### src/rtl/haraka_pkg.sv
// -----------------------------------------------------------------------------
// haraka_pkg
//   Shared definitions for the Haraka-S sponge controller and its datapath.
//   - NUM_ROUNDS / RATE_BYTES : permutation rounds per call, rate block size
//   - RC_PER_ROUND / NUM_RC   : round-constant grouping (8 constants per round)
//   - haraka_ctrl_state_t     : controller FSM encoding
//   - haraka_rc_table_t       : shape of the 40 x 128-bit round-constant table
//   - rc_index()              : first constant index used by a given round
// -----------------------------------------------------------------------------
package haraka_pkg;

  localparam int NUM_ROUNDS   = 5;
  localparam int RATE_BYTES   = 32;
  localparam int RC_PER_ROUND = 8;
  localparam int NUM_RC       = NUM_ROUNDS * RC_PER_ROUND;

  typedef enum logic [2:0] {
    IDLE    = 3'd0,
    ABSORB  = 3'd1,
    PERM    = 3'd2,
    SQ_OUT  = 3'd3,
    SQ_PERM = 3'd4
  } haraka_ctrl_state_t;

  // One 128-bit constant per AES lane; the datapath holds the table contents
  // in this shape and indexes it with rc_index() + lane.
  typedef logic [127:0] haraka_rc_word_t;
  typedef haraka_rc_word_t haraka_rc_table_t [NUM_RC];

  // perm_round selects constants round*8 .. round*8+7.
  function automatic int unsigned rc_index(input logic [2:0] round);
    return 32'(round) * 32'(RC_PER_ROUND);
  endfunction

endpackage

### src/rtl/haraka_s_round_seq.sv
// -----------------------------------------------------------------------------
// haraka_s_round_seq
//   Round counter shared by the PERM and SQ_PERM phases. A start pulse arms a
//   run of NUM_ROUNDS consecutive cycles; round_en is high and round counts
//   0..NUM_ROUNDS-1 during the run. round returns to 0 when idle.
// Ports:
//   clk        : system clock
//   reset      : synchronous active-high reset
//   start      : begin a new run at the next edge (round 0 in the next cycle)
//   round_en   : a round is being applied this cycle (registered)
//   round      : current round index (registered, 0 when round_en=0)
//   last_round : this cycle is the final round of the run
// -----------------------------------------------------------------------------
module haraka_s_round_seq
  import haraka_pkg::*;
#(
  parameter int NUM_ROUNDS = haraka_pkg::NUM_ROUNDS,
  parameter int RND_W      = 3
) (
  input  logic             clk,
  input  logic             reset,
  input  logic             start,
  output logic             round_en,
  output logic [RND_W-1:0] round,
  output logic             last_round
);

  localparam logic [RND_W-1:0] LAST_RND = RND_W'(NUM_ROUNDS - 1);

  logic             active_r;
  logic [RND_W-1:0] round_r;

  // Run/round counter: start wins over an in-progress run.
  always_ff @(posedge clk) begin
    if (reset) begin
      active_r <= 1'b0;
      round_r  <= '0;
    end else if (start) begin
      active_r <= 1'b1;
      round_r  <= '0;
    end else if (active_r) begin
      if (round_r == LAST_RND) begin
        active_r <= 1'b0;
        round_r  <= '0;
      end else begin
        round_r  <= round_r + {{(RND_W-1){1'b0}}, 1'b1};
      end
    end else begin
      active_r <= 1'b0;
      round_r  <= '0;
    end
  end

  assign round_en   = active_r;
  assign round      = round_r;
  assign last_round = active_r & (round_r == LAST_RND);

endmodule

### src/rtl/haraka_s_sponge_ctrl.sv
// -----------------------------------------------------------------------------
// haraka_s_sponge_ctrl
//   Control FSM for the Haraka-S sponge. Accepts padded rate blocks, runs
//   NUM_ROUNDS permutation rounds after each absorb, then squeezes digest
//   blocks (one permutation between consecutive output blocks) until the
//   requested digest length has been emitted. Holds no rate/capacity data.
// Ports:
//   clk, reset             : clock, synchronous active-high reset
//   in_valid/in_last       : padded block available / it is the final block
//   in_ready               : block accepted when in_valid & in_ready
//   digest_len             : digest length in bytes, sampled on the first block
//   state_clr, absorb_en   : datapath strobes (clear state / XOR block in)
//   perm_round_en/round    : datapath round strobe and constant-group index
//   out_valid/out_ready    : digest block handshake to the serializer
//   out_nbytes, out_last   : valid bytes in the block (1..32), final block
//   busy, done             : not idle / one-cycle completion pulse
// -----------------------------------------------------------------------------
module haraka_s_sponge_ctrl
  import haraka_pkg::*;
#(
  parameter int NUM_ROUNDS = haraka_pkg::NUM_ROUNDS,
  parameter int RND_W      = 3,
  parameter int RATE_BYTES = haraka_pkg::RATE_BYTES,
  parameter int LEN_W      = 64
) (
  input  logic             clk,
  input  logic             reset,
  input  logic             in_valid,
  input  logic             in_last,
  output logic             in_ready,
  input  logic [LEN_W-1:0] digest_len,
  output logic             state_clr,
  output logic             absorb_en,
  output logic             perm_round_en,
  output logic [RND_W-1:0] perm_round,
  output logic             out_valid,
  input  logic             out_ready,
  output logic [5:0]       out_nbytes,
  output logic             out_last,
  output logic             busy,
  output logic             done
);

  // Bytes carried by the next output block: min(rem, RATE_BYTES), compared
  // at full width so huge remaining counts never alias into the low bits.
  function automatic logic [5:0] block_bytes(input logic [LEN_W-1:0] rem);
    if (rem >= LEN_W'(RATE_BYTES)) begin
      return 6'(RATE_BYTES);
    end else begin
      return rem[5:0];
    end
  endfunction

  // The block is the final one when at most one rate block remains.
  function automatic logic is_final(input logic [LEN_W-1:0] rem);
    return (rem <= LEN_W'(RATE_BYTES));
  endfunction

  haraka_ctrl_state_t state_r, state_nxt_s;
  logic [LEN_W-1:0]   rem_r, rem_nxt_s;
  logic               last_r, last_nxt_s;
  logic               in_ready_r, out_valid_r, out_last_r, busy_r;
  logic [5:0]         out_nbytes_r;
  logic               in_hs_s, out_hs_s, seq_start_s, seq_last_s, done_s;

  // Handshakes; nothing is accepted in a reset cycle.
  assign in_hs_s  = in_valid & in_ready_r & ~reset;
  assign out_hs_s = out_valid_r & out_ready & ~reset;

  haraka_s_round_seq #(
    .NUM_ROUNDS (NUM_ROUNDS),
    .RND_W      (RND_W)
  ) u_round_seq (
    .clk        (clk),
    .reset      (reset),
    .start      (seq_start_s),
    .round_en   (perm_round_en),
    .round      (perm_round),
    .last_round (seq_last_s)
  );

  // Next-state, remaining-byte and last-flag computation.
  always_comb begin
    state_nxt_s = state_r;
    rem_nxt_s   = rem_r;
    last_nxt_s  = last_r;
    seq_start_s = 1'b0;
    done_s      = 1'b0;
    case (state_r)
      IDLE: begin
        if (in_hs_s) begin
          rem_nxt_s   = digest_len;
          last_nxt_s  = in_last;
          state_nxt_s = PERM;
          seq_start_s = 1'b1;
        end else begin
          state_nxt_s = IDLE;
        end
      end
      ABSORB: begin
        if (in_hs_s) begin
          last_nxt_s  = in_last;
          state_nxt_s = PERM;
          seq_start_s = 1'b1;
        end else begin
          state_nxt_s = ABSORB;
        end
      end
      PERM: begin
        if (seq_last_s) begin
          if (!last_r) begin
            state_nxt_s = ABSORB;
          end else if (rem_r != '0) begin
            state_nxt_s = SQ_OUT;
          end else begin
            // Zero-length digest: finish straight after the final permutation.
            state_nxt_s = IDLE;
            done_s      = 1'b1;
          end
        end else begin
          state_nxt_s = PERM;
        end
      end
      SQ_OUT: begin
        if (out_hs_s) begin
          rem_nxt_s = rem_r - LEN_W'(out_nbytes_r);
          if (out_last_r) begin
            state_nxt_s = IDLE;
            done_s      = 1'b1;
          end else begin
            state_nxt_s = SQ_PERM;
            seq_start_s = 1'b1;
          end
        end else begin
          state_nxt_s = SQ_OUT;
        end
      end
      SQ_PERM: begin
        if (seq_last_s) begin
          state_nxt_s = SQ_OUT;
        end else begin
          state_nxt_s = SQ_PERM;
        end
      end
      default: begin
        state_nxt_s = IDLE;
      end
    endcase
  end

  // FSM state plus registered outputs decoded from the next state, so the
  // output block fields are fixed on entry to SQ_OUT and hold until taken.
  always_ff @(posedge clk) begin
    if (reset) begin
      state_r      <= IDLE;
      rem_r        <= '0;
      last_r       <= 1'b0;
      in_ready_r   <= 1'b1;
      out_valid_r  <= 1'b0;
      out_nbytes_r <= 6'd0;
      out_last_r   <= 1'b0;
      busy_r       <= 1'b0;
    end else begin
      state_r      <= state_nxt_s;
      rem_r        <= rem_nxt_s;
      last_r       <= last_nxt_s;
      in_ready_r   <= (state_nxt_s == IDLE) || (state_nxt_s == ABSORB);
      out_valid_r  <= (state_nxt_s == SQ_OUT);
      out_nbytes_r <= (state_nxt_s == SQ_OUT) ? block_bytes(rem_nxt_s) : 6'd0;
      out_last_r   <= (state_nxt_s == SQ_OUT) ? is_final(rem_nxt_s) : 1'b0;
      busy_r       <= (state_nxt_s != IDLE);
    end
  end

  // Datapath strobes follow the handshake in the same cycle.
  assign absorb_en  = in_hs_s;
  assign state_clr  = in_hs_s & (state_r == IDLE);
  assign done       = done_s & ~reset;

  assign in_ready   = in_ready_r;
  assign out_valid  = out_valid_r;
  assign out_nbytes = out_nbytes_r;
  assign out_last   = out_last_r;
  assign busy       = busy_r;

endmodule

### config.mk
export PLATFORM = sky130hd
export DESIGN_NAME = haraka_s_sponge_ctrl
export DESIGN_NICKNAME = d
export VERILOG_FILES = /design/src/rtl/haraka_pkg.sv /design/src/rtl/haraka_s_round_seq.sv /design/src/rtl/haraka_s_sponge_ctrl.sv
export SDC_FILE = /design/constraint.sdc
export NUM_CORES = 1
export LEC_CHECK = 0
export ABC_AREA = 0
export CAP_MARGIN = 20
export CORE_ASPECT_RATIO = 1.2
export CORE_UTILIZATION = 60
export DETAILED_ROUTE_END_ITERATION = 7
export PLACE_DENSITY = 0.94
export SYNTH_ARGS = -nofsm -noshare
export SYNTH_HDL_FRONTEND = slang
export SYNTH_SLANG_ARGS = --single-unit
export TNS_END_PERCENT = 10
### constraint.sdc
create_clock -name clk -period 10.2 [get_ports clk]
set_input_delay 1.02 -clock clk [delete_from_list [all_inputs] [get_ports clk]]
set_output_delay 1.02 -clock clk [all_outputs]
set_load 0.02 [all_outputs]
==> impl_metrics.env, run 1 <==
export IMPL_synth_main_ff_cell="sky130_fd_sc_hd__dfxtp_1"
export IMPL_final_seq_area_um2=1640
export IMPL_synthesis_area_per_instance_um2=7.27
export IMPL_synth_seq_area_share=0.275
export IMPL_layout_cells_non_filler=1008
export IMPL_worst_setup_path_end_kind="register"
export IMPL_minimum_setup_slack_among_reg_to_reg_paths_ns=5.25
export IMPL_finalCoreUtilization=0.744
export IMPL_drt_drc_violations_left=0
export IMPL_post_cts_setup_buffers=0
export IMPL_hold_path_class="register to register"
export IMPL_worst_path_largest_cell_delay_ns=0.68
export IMPL_worst_clock_skew_ns=0.00916
export IMPL_setup_tns_ns=0
export IMPL_post_route_cells_drive_above_1_share=0.0599
export IMPL_clock_fmax_mhz=181
export IMPL_mappedNetlistArea_um2=5970
export IMPL_final_cell_mix="108 x sky130_fd_sc_hd__nor2_1, 84 x sky130_fd_sc_hd__clkdlybuf4s50_1, 82 x sky130_fd_sc_hd__dfxtp_1"
export IMPL_grt_util_all_layers=0.486
export IMPL_final_hold_viol_count=0
export IMPL_finalCriticalPeriod_ns=5.52
export IMPL_cts_root_buffer_cell="sky130_fd_sc_hd__clkbuf_16"
export IMPL_critical_path_most_common_cell="sky130_fd_sc_hd__buf_4"
export IMPL_fin_total_pwr_mw=1.00
export IMPL_powerDensity_nw_per_um2=140
export IMPL_multi_input_comb_area_um2=4060
export IMPL_clk_insertion_delay_late_ns=0.35
export IMPL_fillers=756
export IMPL_cts_repair_resize_count=0
export IMPL_clock_tree_from_tritoncts="yes"
export IMPL_worstMarginPinSlew_ns=0.988
export IMPL_hold_path_endpoint="u_round_seq.round[0]"
export IMPL_grt_overflow=0
export IMPL_core_area_um2=9610
export IMPL_hold_start="u_round_seq.round[0]"
export IMPL_leading_cell_type_in_the_layout_fill_and_taps_excluded="sky130_fd_sc_hd__nor2_1"
export IMPL_io_buffers=85
export IMPL_fp_dieW_um=93.1
export IMPL_critical_path_cell_chain="buf_2 -> buf_4 -> nor4bb_1 -> buf_4 -> nand2_1 -> inv_2 -> buf_4 -> a311oi_1 -> or4_1 -> nor4_1 -> nand3_1 -> nor4_2 -> nand2_2 -> nor4b_2"
export IMPL_num_vias=7755
export IMPL_synth_cell_type_count=80
export IMPL_uppermost_layer_routed="met4"
export IMPL_met3WireLength_um=3580
export IMPL_detailedPlacementHpwl_um=18000
export IMPL_grt_pass1_vias=7105
export IMPL_placed_area_um2=6860
export IMPL_dieHeight_um=111
export IMPL_max_slew_margin=0.335
export IMPL_critPathArrivalTime_ns=5.78
export IMPL_drv_max_cap_violation_count=0
export IMPL_die_area_um2=10400
export IMPL_final_period_util=0.541
export IMPL_peakVddDrop_v=0.0000894
export IMPL_preCtsSetupSlack_ns=4.66
export IMPL_worst_r2r_endpoint="out_last"
export IMPL_run_status="completed"
export IMPL_met1Wirelength_um=8560
export IMPL_grt_start_max_net_pins=78
export IMPL_postSynthRegisterBits=82
export IMPL_cp_slowest_cell="sky130_fd_sc_hd__inv_2"
export IMPL_hold_ws_ns=0.470
export IMPL_gp_congestion=1.18
export IMPL_report_final_slew_viol_count=0
export IMPL_ant_nets=0
export IMPL_fin_area_um2=7150
export IMPL_route_detailed_vias_per_inst=7.69
export IMPL_htree_levels=3
export IMPL_cts_reportedPaths_clkPinSlew_ns=0.06
export IMPL_syn_instance_count=821
export IMPL_drt_pass1_iterations=6
export IMPL_post_cts_hold_buffer_count=0
export IMPL_antennaDiodeCount=0
export IMPL_tritoncts_num_buffers=9
export IMPL_number_of_synthesized_flops_with_an_enable_pin=0
export IMPL_route_detailed_wl_per_inst_um=24.8
export IMPL_critPathMaxFanout=77
export IMPL_timing_critical_path_from_type="primary input"
export IMPL_async_flop_share=0
export IMPL_regToRegStartpoint="out_nbytes[0]"
export IMPL_floorplan_io_pins=86
export IMPL_total_leakage_power_nw=2.56
export IMPL_clock_sink_count=82
export IMPL_route_met2_wl_um=10800
export IMPL_syn_to_final_growth_pct=19.8
export IMPL_setup_viol_count_final=0
export IMPL_rows=39
export IMPL_critical_path_class="primary input to register"
export IMPL_numPlacedInstances=990
export IMPL_grt_setup_unrepaired="false"
export IMPL_grt_antenna_before_repair=0
export IMPL_total_length_of_routed_wires_um=25000
export IMPL_wire_length_of_the_first_global_routing_pass_um=38600
export IMPL_crit_required_ns=10.46
export IMPL_start_util=0.621
export IMPL_cts_buffer_depth=2
export IMPL_finalNetCount=958
export IMPL_first_iter_violations=1340
export IMPL_synth_fp_nets=899
export IMPL_rr_worst_depth=12
export IMPL_worst_hold_path_stage_count=1
export IMPL_ys_warnings_count=0
export IMPL_final_setup_worst_slack_ns=4.68
==> power by group <==
group / total, mW / internal (mW) / switching [mW] / leakage, nW
sequential: 0.367 / 0.337 / 0.0297 / 0.668
clock: 0.314 / 0.167 / 0.147 / 0.136
combinational: 0.324 / 0.114 / 0.210 / 1.75
==> cell families (layout without fill, tap and decap cells) <==
| family | Yosys count | after routing | share of synthesized area |
|---|---|---|---|
| adder cells (fa/ha/maj) | 9 | 9 | 0.0201 |
| AO/OA/AOI/OAI | 204 | 204 | 0.242 |
| buffers and inverters | 73 | 137 | 0.0467 |
| flip-flops | 82 | 82 | 0.275 |
| multiplexers | 7 | 7 | 0.0119 |
| AND/OR/NAND/NOR | 437 | 437 | 0.391 |
| XOR/XNOR | 9 | 9 | 0.0132 |
==> synth_stat cells, types with 5 or more instances <==
cell / n / area [um^2]
sky130_fd_sc_hd__a22oi_1: 11 / 82.6
sky130_fd_sc_hd__o21ai_0: 33 / 165
sky130_fd_sc_hd__clkbuf_1: 38 / 143
sky130_fd_sc_hd__a311oi_1: 6 / 52.6
sky130_fd_sc_hd__buf_1: 7 / 26.3
sky130_fd_sc_hd__and2_1: 6 / 37.5
sky130_fd_sc_hd__nor4_1: 48 / 300
sky130_fd_sc_hd__nand3b_1: 7 / 52.6
sky130_fd_sc_hd__inv_1: 23 / 86.3
sky130_fd_sc_hd__nor2_1: 108 / 405
sky130_fd_sc_hd__nand2b_1: 5 / 31.3
sky130_fd_sc_hd__dfxtp_1: 82 / 1640
sky130_fd_sc_hd__and3_1: 8 / 50.1
sky130_fd_sc_hd__ha_1: 8 / 100
sky130_fd_sc_hd__nor2b_1: 9 / 56.3
sky130_fd_sc_hd__xor2_1: 5 / 43.8
sky130_fd_sc_hd__a222oi_1: 5 / 50.1
sky130_fd_sc_hd__or2_2: 6 / 37.5
sky130_fd_sc_hd__o211ai_1: 11 / 82.6
sky130_fd_sc_hd__a22o_1: 7 / 61.3
sky130_fd_sc_hd__a221oi_1: 10 / 87.6
sky130_fd_sc_hd__a21oi_1: 34 / 170
sky130_fd_sc_hd__and4_1: 7 / 61.3
sky130_fd_sc_hd__a211oi_1: 9 / 67.6
sky130_fd_sc_hd__nand4_1: 29 / 181
sky130_fd_sc_hd__nand3_1: 30 / 150
sky130_fd_sc_hd__nor3_1: 40 / 200
sky130_fd_sc_hd__mux2i_1: 6 / 60.1
sky130_fd_sc_hd__or3_1: 11 / 68.8
sky130_fd_sc_hd__nand2_1: 80 / 300
sky130_fd_sc_hd__a21o_1: 5 / 37.5
sky130_fd_sc_hd__o211a_1: 5 / 50.1
sky130_fd_sc_hd__or4_1: 16 / 120
sky130_fd_sc_hd__a31oi_1: 24 / 150
sky130_fd_sc_hd__o31ai_1: 6 / 45.0
==> layer usage <==
metal / global-route usage / up-vias
li1: - / 3296
met1: 0.592 / 3479
met2: 0.756 / 767
met3: 0.126 / 213
met4: 0.298 / 0
met5: 0.0104 / -
==> area by class of cell <==
type                    instances  share of cell area
well taps                     123              0.0215
clock inverters                 7             0.00735
inverters                      24              0.0126
multi-input cells             666               0.567
clock buffers                   9              0.0315
repair buffers                 97               0.130
flip-flops and latches         82               0.229
==> flip-flops by register name, summed over array words and instances, names as in the netlist <==
| signal | flops |
|---|---|
| last_r | 1 |
| in_ready | 1 |
| state_r | 3 |
| u_round_seq.round_en | 1 |
| u_round_seq.round | 3 |
| rem_r | 64 |
| busy | 1 |
| out_last | 1 |
| out_nbytes | 6 |
| out_valid | 1 |
==> critical path, delay by kind of cell <==
| kind | cells | cell delay (ns) |
|---|---|---|
| buffers and inverters | 5 | 1.83 |
| AOI/OAI and AO/OA | 1 | 0.14 |
| and+or+nand+nor | 8 | 2.73 |
==> worst max-delay path by stage <==
stage / cells past startpoint / startpoint / to
floorplan: 7 / reset / state_clr
global placement: 14 / reset / out_last
detailed placement: 14 / reset / out_last
CTS: 14 / reset / out_last
global route: 14 / reset / out_last
finish: 14 / reset / out_last
Note: power is estimated with default switching activity, not from simulation.
==> inputs of run 2 (changes only) <==
--- a/config.mk
+++ b/config.mk
@@ -8,9 +8,9 @@
 export ABC_AREA = 0
 export CAP_MARGIN = 20
 export CORE_ASPECT_RATIO = 1.2
-export CORE_UTILIZATION = 60
+export CORE_UTILIZATION = 56
 export DETAILED_ROUTE_END_ITERATION = 7
-export PLACE_DENSITY = 0.94
+export PLACE_DENSITY = 0.89
 export SYNTH_ARGS = -nofsm -noshare
 export SYNTH_HDL_FRONTEND = slang
 export SYNTH_SLANG_ARGS = --single-unit
==> constraint.sdc (replaced) <==
create_clock -name clk -period 5.7 [get_ports clk]
set_input_delay 0.57 -clock clk [delete_from_list [all_inputs] [get_ports clk]]
set_output_delay 0.57 -clock clk [all_outputs]
set_load 0.02 [all_outputs]
==> impl_metrics.env, run 2 (synthesis gave the netlist of run 1 again) <==
export IMPL_run_status="finished with violations"
export IMPL_failing_checks="design-rule violations"
export IMPL_htree_levels=3
export IMPL_worst_setup_path_end_kind="register"
export IMPL_cts_root_buffer_cell="sky130_fd_sc_hd__clkbuf_16"
export IMPL_critical_path_class="register to register"
export IMPL_total_leakage_power_nw=2.59
export IMPL_critPathMaxFanout=12
export IMPL_core_area_um2=10200
export IMPL_preCtsSetupSlack_ns=1.15
export IMPL_hold_path_endpoint="u_round_seq.round[0]"
export IMPL_post_cts_setup_buffers=0
export IMPL_cts_buffer_depth=2
export IMPL_worst_hold_path_stage_count=1
export IMPL_post_route_cells_drive_above_1_share=0.0662
export IMPL_rows=40
export IMPL_regToRegStartpoint="rem_r[0]"
export IMPL_ant_nets=0
export IMPL_final_period_util=0.839
export IMPL_die_area_um2=11100
export IMPL_cts_reportedPaths_clkPinSlew_ns=0.07
export IMPL_final_hold_viol_count=0
export IMPL_route_detailed_vias_per_inst=7.60
export IMPL_largest_register_ffs=64
export IMPL_report_final_slew_viol_count=0
export IMPL_grt_util_all_layers=0.492
export IMPL_max_slew_margin=0.199
export IMPL_worst_clock_skew_ns=0.00888
export IMPL_worst_r2r_endpoint="out_nbytes[0]"
export IMPL_detailedPlacementHpwl_um=19400
export IMPL_clock_sink_count=82
export IMPL_finalNetCount=964
export IMPL_timing_critical_path_from_type="register"
export IMPL_floorplan_io_pins=86
export IMPL_powerDensity_nw_per_um2=254
export IMPL_minimum_setup_slack_among_reg_to_reg_paths_ns=0.92
export IMPL_total_length_of_routed_wires_um=26300
export IMPL_setup_viol_count_final=0
export IMPL_peakVddDrop_v=0.000141
export IMPL_gp_congestion=1.09
export IMPL_final_cell_mix="108 x sky130_fd_sc_hd__nor2_1, 84 x sky130_fd_sc_hd__clkdlybuf4s50_1, 82 x sky130_fd_sc_hd__dfxtp_1"
export IMPL_fin_total_pwr_mw=1.84
export IMPL_grt_antenna_before_repair=0
export IMPL_tritoncts_num_buffers=9
export IMPL_clock_tree_from_tritoncts="yes"
export IMPL_first_iter_violations=1343
export IMPL_critPathArrivalTime_ns=5.04
export IMPL_leading_cell_type_in_the_layout_fill_and_taps_excluded="sky130_fd_sc_hd__nor2_1"
export IMPL_cts_repair_resize_count=0
export IMPL_clk_insertion_delay_late_ns=0.35
export IMPL_setup_tns_ns=0
export IMPL_rr_worst_depth=13
export IMPL_finalCriticalPeriod_ns=4.78
export IMPL_numPlacedInstances=1001
export IMPL_final_setup_worst_slack_ns=0.918
export IMPL_worstMarginPinSlew_ns=1.19
export IMPL_largest_register="rem_r"
export IMPL_crit_required_ns=5.96
export IMPL_fp_dieW_um=96.3
export IMPL_grt_pass1_vias=7292
export IMPL_num_vias=7733
export IMPL_post_cts_hold_buffer_count=0
export IMPL_grt_overflow=0
export IMPL_route_detailed_wl_per_inst_um=25.8
export IMPL_start_util=0.585
export IMPL_hold_path_class="register to register"
export IMPL_syn_to_final_growth_pct=20.8
export IMPL_dieHeight_um=115
export IMPL_grt_setup_unrepaired="false"
export IMPL_drt_pass1_iterations=8
export IMPL_layout_cells_non_filler=1017
export IMPL_drv_max_cap_violation_count=0
export IMPL_drt_drc_violations_left=2
export IMPL_hold_start="u_round_seq.round[0]"
export IMPL_wire_length_of_the_first_global_routing_pass_um=40400
export IMPL_io_buffers=85
export IMPL_clock_fmax_mhz=209
export IMPL_antennaDiodeCount=0
export IMPL_grt_start_max_net_pins=50
[run 2: changes by cell type in the layout (fill, tap and decap cells not counted)]
cell / delta
sky130_fd_sc_hd__buf_2: -1
sky130_fd_sc_hd__buf_4: +7
sky130_fd_sc_hd__clkinv_2: -1
sky130_fd_sc_hd__inv_6: +1
sky130_fd_sc_hd__clkinv_4: -1
sky130_fd_sc_hd__clkbuf_8: +1
[run 2: worst max-delay path by stage]
stage	endpoint	slack [ns]	cells after the start	start
after floorplan	out_last	2.04	13	out_nbytes[0]
after global placement	out_nbytes[0]	1.22	10	out_ready
after detailed placement	out_last	1.15	13	rem_r[0]
after CTS	out_last	1.13	13	rem_r[0]
after global routing	out_nbytes[0]	0.43	13	rem_r[0]
final	out_nbytes[0]	0.92	13	rem_r[0]
[run 2: where the power goes]
| group | total (mW) | switching, mW | internal (mW) |
|---|---|---|---|
| Clock | 0.581 | 0.269 | 0.312 |
| Sequential | 0.657 | 0.0542 | 0.603 |
| Combinational | 0.597 | 0.387 | 0.210 |
[run 2: area by class of cell]
class	instances	area, um^2
Fill cell	847	3000
Tap cell	126	158
Timing Repair Buffer	103	981
Clock buffer	10	239
Multi-Input combinational cell	666	4060
Inverter	24	90.1
Sequential cell	82	1640
Clock inverter	6	47.5
[run 2: worst max-delay path, stage by stage (launching register included)]
cell and delay (ns):
sky130_fd_sc_hd__dfxtp_1 0.33, sky130_fd_sc_hd__inv_1 0.06, sky130_fd_sc_hd__ha_1 0.15, sky130_fd_sc_hd__inv_1 0.05, sky130_fd_sc_hd__fa_1 0.45, sky130_fd_sc_hd__a211oi_2 0.47
sky130_fd_sc_hd__o211ai_1 0.48, sky130_fd_sc_hd__nor4_1 0.64, sky130_fd_sc_hd__o21ai_0 0.17, sky130_fd_sc_hd__a221oi_1 0.71, sky130_fd_sc_hd__nand3_1 0.23, sky130_fd_sc_hd__nor3_1 0.42
sky130_fd_sc_hd__nand4_1 0.28, sky130_fd_sc_hd__nor3_1 0.25
[run 2: routing by layer]
layer	global-route usage	wire length, um	up-vias
li1	-	-	3309
met1	0.579	9060	3512
met2	0.760	11400	708
met3	0.148	3630	204
met4	0.342	2210	0
met5	0	0	-
[run 2: stage by stage]
step	util	cell area [um^2]	hold WS, ns
final	0.706	7210	0.459
after global routing	0.706	7210	0.487
after CTS	0.706	7210	0.468
after detailed placement	0.678	6930	0.451
after global placement	0.678	6930	0.446
after floorplan	-	5970	0.470
==> inputs of run 3 (changes only) <==
--- a/config.mk
+++ b/config.mk
@@ -8,9 +8,9 @@
 export ABC_AREA = 0
 export CAP_MARGIN = 20
 export CORE_ASPECT_RATIO = 1.2
-export CORE_UTILIZATION = 56
+export CORE_UTILIZATION = 50
 export DETAILED_ROUTE_END_ITERATION = 7
-export PLACE_DENSITY = 0.89
+export PLACE_DENSITY = 0.84
 export SYNTH_ARGS = -nofsm -noshare
 export SYNTH_HDL_FRONTEND = slang
 export SYNTH_SLANG_ARGS = --single-unit
==> constraint.sdc (replaced) <==
create_clock -name clk -period 4 [get_ports clk]
set_input_delay 0.4 -clock clk [delete_from_list [all_inputs] [get_ports clk]]
set_output_delay 0.4 -clock clk [all_outputs]
set_load 0.02 [all_outputs]
==> impl_metrics.env, run 3 (synthesis gave the netlist of run 1 again) <==
export IMPL_critical_path_class="register to register"
export IMPL_clk_insertion_delay_late_ns=0.35
export IMPL_worstMarginPinSlew_ns=0.731
export IMPL_start_util=0.514
export IMPL_finalCriticalPeriod_ns=3.88
export IMPL_worst_r2r_endpoint="out_last"
export IMPL_io_buffers=85
export IMPL_grt_overflow=0
export IMPL_setup_tns_ns=0
export IMPL_total_length_of_routed_wires_um=27600
export IMPL_setup_viol_count_final=0
export IMPL_drt_drc_violations_left=0
export IMPL_ant_nets=0
export IMPL_fin_total_pwr_mw=2.94
export IMPL_post_route_cells_drive_above_1_share=0.154
export IMPL_regToRegStartpoint="rem_r[0]"
export IMPL_final_hold_viol_count=0
export IMPL_cts_buffer_depth=2
export IMPL_rr_worst_depth=15
export IMPL_fp_dieW_um=102
export IMPL_grt_start_max_net_pins=49
export IMPL_wire_length_of_the_first_global_routing_pass_um=41400
export IMPL_clock_tree_from_tritoncts="yes"
export IMPL_grt_antenna_before_repair=0
export IMPL_worst_setup_path_end_kind="register"
export IMPL_num_vias=7838
export IMPL_detailedPlacementHpwl_um=20900
export IMPL_crit_required_ns=4.26
export IMPL_core_area_um2=11600
export IMPL_route_detailed_vias_per_inst=6.99
export IMPL_final_cell_mix="108 x sky130_fd_sc_hd__nor2_1, 91 x sky130_fd_sc_hd__buf_4, 84 x sky130_fd_sc_hd__clkdlybuf4s50_1"
export IMPL_first_iter_violations=1081
export IMPL_gp_congestion=1.04
export IMPL_timing_critical_path_from_type="register"
export IMPL_fillers=1025
export IMPL_hold_ws_ns=0.474
export IMPL_finalNetCount=1038
export IMPL_cts_reportedPaths_clkPinSlew_ns=0.07
export IMPL_grt_util_all_layers=0.453
export IMPL_report_final_slew_viol_count=0
export IMPL_final_setup_worst_slack_ns=0.119
export IMPL_peakVddDrop_v=0.000218
export IMPL_hold_path_class="register to register"
export IMPL_hold_path_endpoint="u_round_seq.round[0]"
export IMPL_critPathMaxFanout=6
export IMPL_powerDensity_nw_per_um2=368
export IMPL_floorplan_io_pins=86
export IMPL_max_slew_margin=0.508
export IMPL_drt_pass1_iterations=6
export IMPL_hold_start="u_round_seq.round[0]"
export IMPL_placed_area_um2=7490
export IMPL_total_leakage_power_nw=3.00
export IMPL_largest_register_ffs=64
export IMPL_fin_area_um2=7980
export IMPL_die_area_um2=12400
export IMPL_worst_hold_path_stage_count=1
export IMPL_drv_max_cap_violation_count=0
export IMPL_minimum_setup_slack_among_reg_to_reg_paths_ns=0.12
export IMPL_worst_clock_skew_ns=0.00804
export IMPL_dieHeight_um=122
export IMPL_leading_cell_type_in_the_layout_fill_and_taps_excluded="sky130_fd_sc_hd__nor2_1"
export IMPL_critPathArrivalTime_ns=4.15
export IMPL_run_status="completed"
export IMPL_route_detailed_wl_per_inst_um=24.6
export IMPL_rows=43
export IMPL_clock_sink_count=82
export IMPL_final_period_util=0.970
export IMPL_preCtsSetupSlack_ns=0.0412
export IMPL_post_cts_hold_buffer_count=0
export IMPL_tritoncts_num_buffers=9
export IMPL_grt_pass1_vias=7353
export IMPL_clock_fmax_mhz=258
export IMPL_htree_levels=3
export IMPL_antennaDiodeCount=0
export IMPL_syn_to_final_growth_pct=33.6
export IMPL_cts_root_buffer_cell="sky130_fd_sc_hd__clkbuf_16"
export IMPL_largest_register="rem_r"
run 3: cell count changes in the layout (fill, tap and decap cells not counted), moves of 3 or more:
cell                        before  now
sky130_fd_sc_hd__nor4_1         48   44
sky130_fd_sc_hd__bufinv_16       0    3
sky130_fd_sc_hd__nor4_2          3    7
sky130_fd_sc_hd__buf_4          18   91
sky130_fd_sc_hd__nor3_1         40   33
sky130_fd_sc_hd__nor3_2          0    7
run 3: area by class of cell:
cell class,count,area [um^2],share of cell area
Tap cell,157,196,0.0246
Sequential cell,82,1640,0.206
Inverter,24,90.1,0.0113
Multi-Input combinational cell,666,4160,0.521
Clock inverter,7,124,0.0155
Timing Repair Buffer,177,1550,0.194
Clock buffer,9,225,0.0282
run 3: critical path, cell delays in order, from the launching register on:
cell	delay [ns]
sky130_fd_sc_hd__dfxtp_1	0.32
sky130_fd_sc_hd__inv_1	0.05
sky130_fd_sc_hd__ha_1	0.15
sky130_fd_sc_hd__inv_1	0.06
sky130_fd_sc_hd__fa_2	0.38
sky130_fd_sc_hd__a211oi_2	0.31
sky130_fd_sc_hd__buf_4	0.19
sky130_fd_sc_hd__o211ai_1	0.25
sky130_fd_sc_hd__or4_1	0.56
sky130_fd_sc_hd__o211ai_1	0.17
sky130_fd_sc_hd__and3_1	0.20
sky130_fd_sc_hd__nand4_1	0.26
sky130_fd_sc_hd__nor3_2	0.33
sky130_fd_sc_hd__buf_4	0.16
sky130_fd_sc_hd__nand2_2	0.11
sky130_fd_sc_hd__nor4b_2	0.28
run 3: power breakdown:
part           switching, mW  internal (mW)
logic                  0.594          0.401
clock network          0.390          0.619
registers             0.0766          0.859
total                   1.06           1.88
run 3: repair_timing:
item / 4_1_cts / 5_1_grt
buffers inserted: 0 / 6
resized for setup: 0 / 18
setup endpoints to repair: 0 / 8
run 3: metal layers:
layer	GRT usage	vias up	routed length, um
met2	0.703	617	12200
met5	0	-	0
met4	0.359	0	2530
met1	0.547	3580	9790
li1	-	3457	-
met3	0.0809	184	3130
run 3: stage by stage:
step | utilization | cells
CTS | 0.674 | 1116
detailed placement | 0.644 | 1100
floorplan | - | 821
global placement | 0.644 | 1100
finish | 0.687 | 1122
global route | 0.687 | 1122
run 3: worst max path at each step:
stage,startpoint,to,slack [ns],depth (start not counted)
2_1_floorplan,out_nbytes[0],out_last,0.34,13
3_3_place_gp,in_valid,out_last,0.04,12
3_5_place_dp,in_valid,out_last,0.04,12
4_1_cts,rem_r[6],done,0.03,8
5_1_grt,out_nbytes[4],out_nbytes[1],-0.03,13
6_report,rem_r[0],out_last,0.12,15
